$ cat src/rtl/twiddle_seq_gen.sv
// rtl/twiddle_seq_gen.sv - streaming radix-2 DIT twiddle generator for one FFT stage
module twiddle_seq_gen #(
    parameter int TWID_WIDTH = 16,
    parameter int LOG2N      = 6
) (
    input  logic                         clk,
    input  logic                         rst_n,
    input  logic                         start,
    input  logic [$clog2(LOG2N)-1:0]     stage,
    input  logic                         inverse,
    output logic                         tw_valid,
    input  logic                         tw_ready,
    output logic signed [TWID_WIDTH-1:0] tw_cos,
    output logic signed [TWID_WIDTH-1:0] tw_sin,
    output logic [LOG2N-2:0]             tw_k,
    output logic                         tw_last,
    output logic                         busy,
    output logic                         done,
    output logic                         err
);
    localparam int SW  = $clog2(LOG2N);
    localparam int KW  = LOG2N - 1;
    localparam int Q4N = 1 << (LOG2N - 2);
    localparam logic [KW-1:0] Q4        = KW'(Q4N);
    localparam logic [KW-1:0] CNT_MAX   = {KW{1'b1}};
    localparam logic [SW-1:0] TOP_STAGE = SW'(LOG2N - 1);
    localparam real PI  = 3.14159265358979323846;
    localparam real AMP = (2.0 ** (TWID_WIDTH - 1)) - 1.0;

    typedef enum logic [1:0] {IDLE, RUN, DRAIN} state_t;

    // Quarter-wave cosine table, Q[i] = round(AMP * cos(2*pi*i/N)), built at elaboration.
    logic signed [TWID_WIDTH-1:0] q_rom [0:Q4N];
    for (genvar i = 0; i <= Q4N; i++) begin : g_rom
        localparam real ANG = 2.0 * PI * i / (2.0 ** LOG2N);
        localparam int  QV  = $rtoi(AMP * $cos(ANG) + 0.5);
        assign q_rom[i] = TWID_WIDTH'(QV);
    end

    state_t                       state_q, state_d;
    logic [KW-1:0]                cnt_q, cnt_d;
    logic [SW-1:0]                stage_q, stage_d;
    logic                         inv_q, inv_d;
    logic                         v1_q, v1_d;
    logic [KW-1:0]                k1_q, k1_d;
    logic                         last1_q, last1_d;
    logic                         valid_q, valid_d;
    logic signed [TWID_WIDTH-1:0] cos_q, cos_d;
    logic signed [TWID_WIDTH-1:0] sin_q, sin_d;
    logic [KW-1:0]                k_q, k_d;
    logic                         last_q, last_d;
    logic                         done_q, done_d;
    logic                         err_q, err_d;

    logic                         en;
    logic [KW-1:0]                mask;
    logic [KW-1:0]                k_issue;
    logic [KW-1:0]                c_idx;
    logic [KW-1:0]                s_idx;
    logic                         c_neg;
    logic signed [TWID_WIDTH-1:0] c_raw;
    logic signed [TWID_WIDTH-1:0] s_raw;

    // Exponent of the running word: butterfly index b = cnt mod 2^s scaled by 2^(LOG2N-1-s).
    always_comb begin
        mask    = (KW'(1) << stage_q) - KW'(1);
        k_issue = (cnt_q & mask) << (TOP_STAGE - stage_q);
    end

    // Fold k onto the quarter-wave table and pick the cosine sign.
    always_comb begin
        c_idx = k1_q;
        s_idx = Q4 - k1_q;
        c_neg = 1'b0;
        if (k1_q > Q4) begin
            c_idx = KW'(0) - k1_q;
            s_idx = k1_q - Q4;
            c_neg = 1'b1;
        end
        c_raw = q_rom[c_idx];
        s_raw = q_rom[s_idx];
    end

    // Control FSM plus both pipeline stages; everything advances only on the global enable.
    always_comb begin
        en      = !valid_q || tw_ready;
        state_d = state_q;
        cnt_d   = cnt_q;
        stage_d = stage_q;
        inv_d   = inv_q;
        v1_d    = v1_q;
        k1_d    = k1_q;
        last1_d = last1_q;
        valid_d = valid_q;
        cos_d   = cos_q;
        sin_d   = sin_q;
        k_d     = k_q;
        last_d  = last_q;
        done_d  = 1'b0;
        err_d   = 1'b0;

        case (state_q)
            IDLE: begin
                if (start) begin
                    if (32'(stage) < LOG2N) begin
                        state_d = RUN;
                        stage_d = stage;
                        inv_d   = inverse;
                        cnt_d   = '0;
                    end else begin
                        err_d = 1'b1;
                    end
                end
            end
            RUN: begin
                if (en) begin
                    cnt_d = cnt_q + KW'(1);
                    if (cnt_q == CNT_MAX) begin
                        state_d = DRAIN;
                    end
                end
            end
            DRAIN: begin
                if (valid_q && tw_ready && last_q) begin
                    state_d = IDLE;
                    done_d  = 1'b1;
                end
            end
            default: state_d = IDLE;
        endcase

        if (en) begin
            v1_d    = (state_q == RUN);
            k1_d    = k_issue;
            last1_d = (state_q == RUN) && (cnt_q == CNT_MAX);
            valid_d = v1_q;
            last_d  = v1_q && last1_q;
            if (v1_q) begin
                k_d   = k1_q;
                cos_d = c_neg ? -c_raw : c_raw;
                sin_d = inv_q ? s_raw : -s_raw;
            end
        end
    end

    // State and pipeline registers; reset aborts any sequence in flight.
    always_ff @(posedge clk or negedge rst_n) begin
        if (!rst_n) begin
            state_q <= IDLE;
            cnt_q   <= '0;
            stage_q <= '0;
            inv_q   <= 1'b0;
            v1_q    <= 1'b0;
            k1_q    <= '0;
            last1_q <= 1'b0;
            valid_q <= 1'b0;
            cos_q   <= '0;
            sin_q   <= '0;
            k_q     <= '0;
            last_q  <= 1'b0;
            done_q  <= 1'b0;
            err_q   <= 1'b0;
        end else begin
            state_q <= state_d;
            cnt_q   <= cnt_d;
            stage_q <= stage_d;
            inv_q   <= inv_d;
            v1_q    <= v1_d;
            k1_q    <= k1_d;
            last1_q <= last1_d;
            valid_q <= valid_d;
            cos_q   <= cos_d;
            sin_q   <= sin_d;
            k_q     <= k_d;
            last_q  <= last_d;
            done_q  <= done_d;
            err_q   <= err_d;
        end
    end

    assign tw_valid = valid_q;
    assign tw_cos   = cos_q;
    assign tw_sin   = sin_q;
    assign tw_k     = k_q;
    assign tw_last  = last_q;
    assign busy     = (state_q != IDLE);
    assign done     = done_q;
    assign err      = err_q;

endmodule

$ cat config.mk
export PLATFORM = sky130hd
export DESIGN_NAME = twiddle_seq_gen
export DESIGN_NICKNAME = d
export VERILOG_FILES = /design/src/rtl/twiddle_seq_gen.sv
export SDC_FILE = /design/constraint.sdc
export NUM_CORES = 1
export LEC_CHECK = 0
export ABC_AREA = 1
export CAP_MARGIN = 20
export CORE_ASPECT_RATIO = 0.9
export CORE_UTILIZATION = 51
export DETAILED_ROUTE_END_ITERATION = 16
export DONT_BUFFER_PORTS = 1
export GPL_TIMING_DRIVEN = 0
export MAX_ROUTING_LAYER = met4
export PLACE_DENSITY = 0.7
export SETUP_SLACK_MARGIN = 0.2
export SYNTH_ARGS = -nofsm -noshare
export SYNTH_HDL_FRONTEND = slang
export SYNTH_SLANG_ARGS = --single-unit
$ cat constraint.sdc
create_clock -name clk -period 2.7 [get_ports clk]
set_input_delay 0.54 -clock clk [delete_from_list [all_inputs] [get_ports clk]]
set_output_delay 0.54 -clock clk [all_outputs]
set_load 0.005 [all_outputs]
==> flow_metrics.tcl <==
set metrics [dict create \
    status "completed" \
    holdWs_ns 0.0538 \
    final_layout_size_suffix_gt1_share_pct 31.0 \
    layout_min_cycle_time_ns 2.59 \
    critical_path_arrival_ns 2.83 \
    firstDrtPassIters 6 \
    overflow 0 \
    synth.yosys.seq_area_share_pct 34.1 \
    grt_first_pass_wirelength_um 18800 \
    cts_htree_levels 3 \
    die_w_um 99.1 \
    finalHoldViolCount 0 \
    hold_class "in -> async" \
    cap_violations 0 \
    num_io_pins 50 \
    synth_edf_count 0 \
    most-common-layout-cells "nand2_1 (171), dfrtp_1 (57), nand3_1 (52)" \
    avgRoutedWirePerCell_um 15.8 \
    antenna_cells 0 \
    vias 4302 \
    post-place-ws_ns -0.245 \
    clockRootBuffer "clkbuf_8" \
    fin_ws_ns 0.114 \
    fin_setup_tns_ns 0 \
    grt_usage_pct 28.1 \
    async_reset_ff_share_pct 100 \
    wl_um 12300 \
    period_share_pct 95.8 \
    core_region_area_mm2 0.00815 \
    fin_skew_ns 0.00775 \
    syn-num-nets 633 \
    grt_max_degree 60 \
    layout.nets 698 \
    first_iter_violations 297 \
    synth-seq-cells 59 \
    r2r_setup_slack_ns 0.11 \
    slew_violations 0 \
    syn_area_per_cell_um2 7.12 \
    drc_errors 0 \
    synth_cell_types 42 \
    max_freq_mhz 387 \
    crit_required_ns 2.94 \
    drtAntennaViolNets 0 \
    syn_to_final_growth_pct 28.9 \
    syn_area_mm2 0.00433 \
    tightestPinTransition_ns 0.617 \
    synth-main-ff-cell "dfrtp_1" \
    crit_type "reg -> reg" \
    antenna_found_initial 0 \
    rows 31 \
    placement.io_buffers 0 \
    slew_headroom_pct 58.7 \
    rsz0062_at_grt "true" \
    die-area_mm2 0.00886 \
    setup_viol 0 \
    viasPerCell 5.56 \
    grt_pass1_vias 3977 \
    synth_cells 608 \
    cts.sinks 59 \
    startpoint_type "flip-flop" \
    initial_utilization_pct 53.2 \
    fp.dieH_um 89.4 \
    cts_buffers 9 \
    cts_buffer_depth 2 \
    cts.clk_slew.worst_paths_ns 0.07 \
    final_core_util_pct 68.5 \
    cts_tree "yes" \
    synth_warnings 0 \
    gp_congestion 0.916 \
    clock_latency_ns 0.34 \
    final_common_cell "nand2_1" \
    fillers 671 \
    critPathCaptureType "flip-flop" \
    path_max_fanout 4 \
    dp_hpwl_um 8160 \
]
==> cells by family (layout without fill, tap and decap cells) <==
kind of cell	count (synthesis)	after routing	synth area share [%]
buffers and inverters	81	148	8.75
adders and majority gates	17	17	4.91
xor gates and xnor gates	5	5	1.01
and+or+nand+nor	363	363	40.0
AOI/OAI and AO/OA	83	83	11.3
DFF	59	59	34.1
==> critical path, cell delays in order (launching register included) <==
cell     delay [ns]
dfrtp_2        0.43
buf_8          0.13
inv_8          0.05
ha_4           0.16
nand3_4        0.13
buf_6          0.16
nand3_4        0.08
nand2_4        0.06
buf_6          0.12
ha_4           0.27
nand2_4        0.05
o21ai_2        0.06
nand2_1        0.07
nand3_2        0.12
buf_4          0.14
nand2_4        0.05
o21ai_4        0.16
nand3_2        0.09
nand3_1        0.08
nand2_1        0.05
==> metrics by stage <==
step,std cells,cell area (um^2)
finish,774,5580
global route,774,5580
CTS,752,5050
detailed placement,707,4530
global placement,707,4530
floorplan,608,4410
==> timing repair <==
| action | 4_1_cts | 5_1_grt |
|---|---|---|
| gates resized for setup | 24 | 84 |
| setup endpoints to repair | 25 | 25 |
| setup buffers | 31 | 21 |
| endpoints found under the hold margin | 59 | 0 |
| cloned | 0 | 1 |
| hold buffers | 1 | 0 |
| pin swaps | 16 | 34 |
==> synthesized netlist by cell type, types with 5 or more instances <==
| library cell | number | area, um^2 |
|---|---|---|
| nand3b_1 | 5 | 37.5 |
| inv_1 | 48 | 180 |
| nand2_2 | 15 | 93.8 |
| nand3_1 | 66 | 330 |
| nand3_2 | 14 | 140 |
| nand2_1 | 198 | 743 |
| clkbuf_1 | 6 | 22.5 |
| a21oi_1 | 10 | 50.1 |
| dfrtp_1 | 59 | 1480 |
| nor2_2 | 8 | 50.1 |
| ha_1 | 17 | 213 |
| nor2_1 | 39 | 146 |
| o21ai_1 | 5 | 25.0 |
| inv_2 | 8 | 30.0 |
| buf_6 | 5 | 56.3 |
| nand4_1 | 5 | 31.3 |
| o21ai_0 | 41 | 205 |
| o22ai_1 | 5 | 31.3 |
| xor2_1 | 5 | 43.8 |
| o211ai_1 | 5 | 37.5 |
==> state kept, by name, summed over array words and instances (netlist names), 2 cells and up <==
| register | flops |
|---|---|
| cnt_q | 5 |
| tw_cos | 16 |
| tw_k | 5 |
| state_q | 2 |
| k1_q | 5 |
| stage_q | 3 |
| tw_sin | 16 |
==> metal layers <==
layer  up-vias  wire [um]  GRT usage, %
met4         0        288          8.56
met5         -          0             -
met1      2017       5480          34.8
li1       2112          -             -
met2       146       5850          46.5
met3        27        641          6.25
==> path summary, 6_finish.rpt <==
check,start,end,cells after the start
setup / recovery,k1_q[0],tw_cos[8],19
hold / removal,rst_n,tw_cos[3],1
setup reg to reg,k1_q[0],tw_cos[8],19
hold reg to reg,v1_q,tw_valid,2
max in group asynchronous,rst_n,k1_q[0],1
min in group clk,inverse,inv_q,2
==> final cells by class <==
class                      count  area, um^2  share of cell area (%)
timing repair buffer          54         473                    8.48
clock buffer                  13         149                    2.67
tap                           99         124                    2.22
buffer                        21         164                    2.94
inverter                      60         238                    4.26
multi-input combinational    468        2950                    52.9
sequential                    59        1480                    26.5
Power is not shown: default switching activity piles up to over one toggle a cycle in this logic, so the estimate is an artifact.
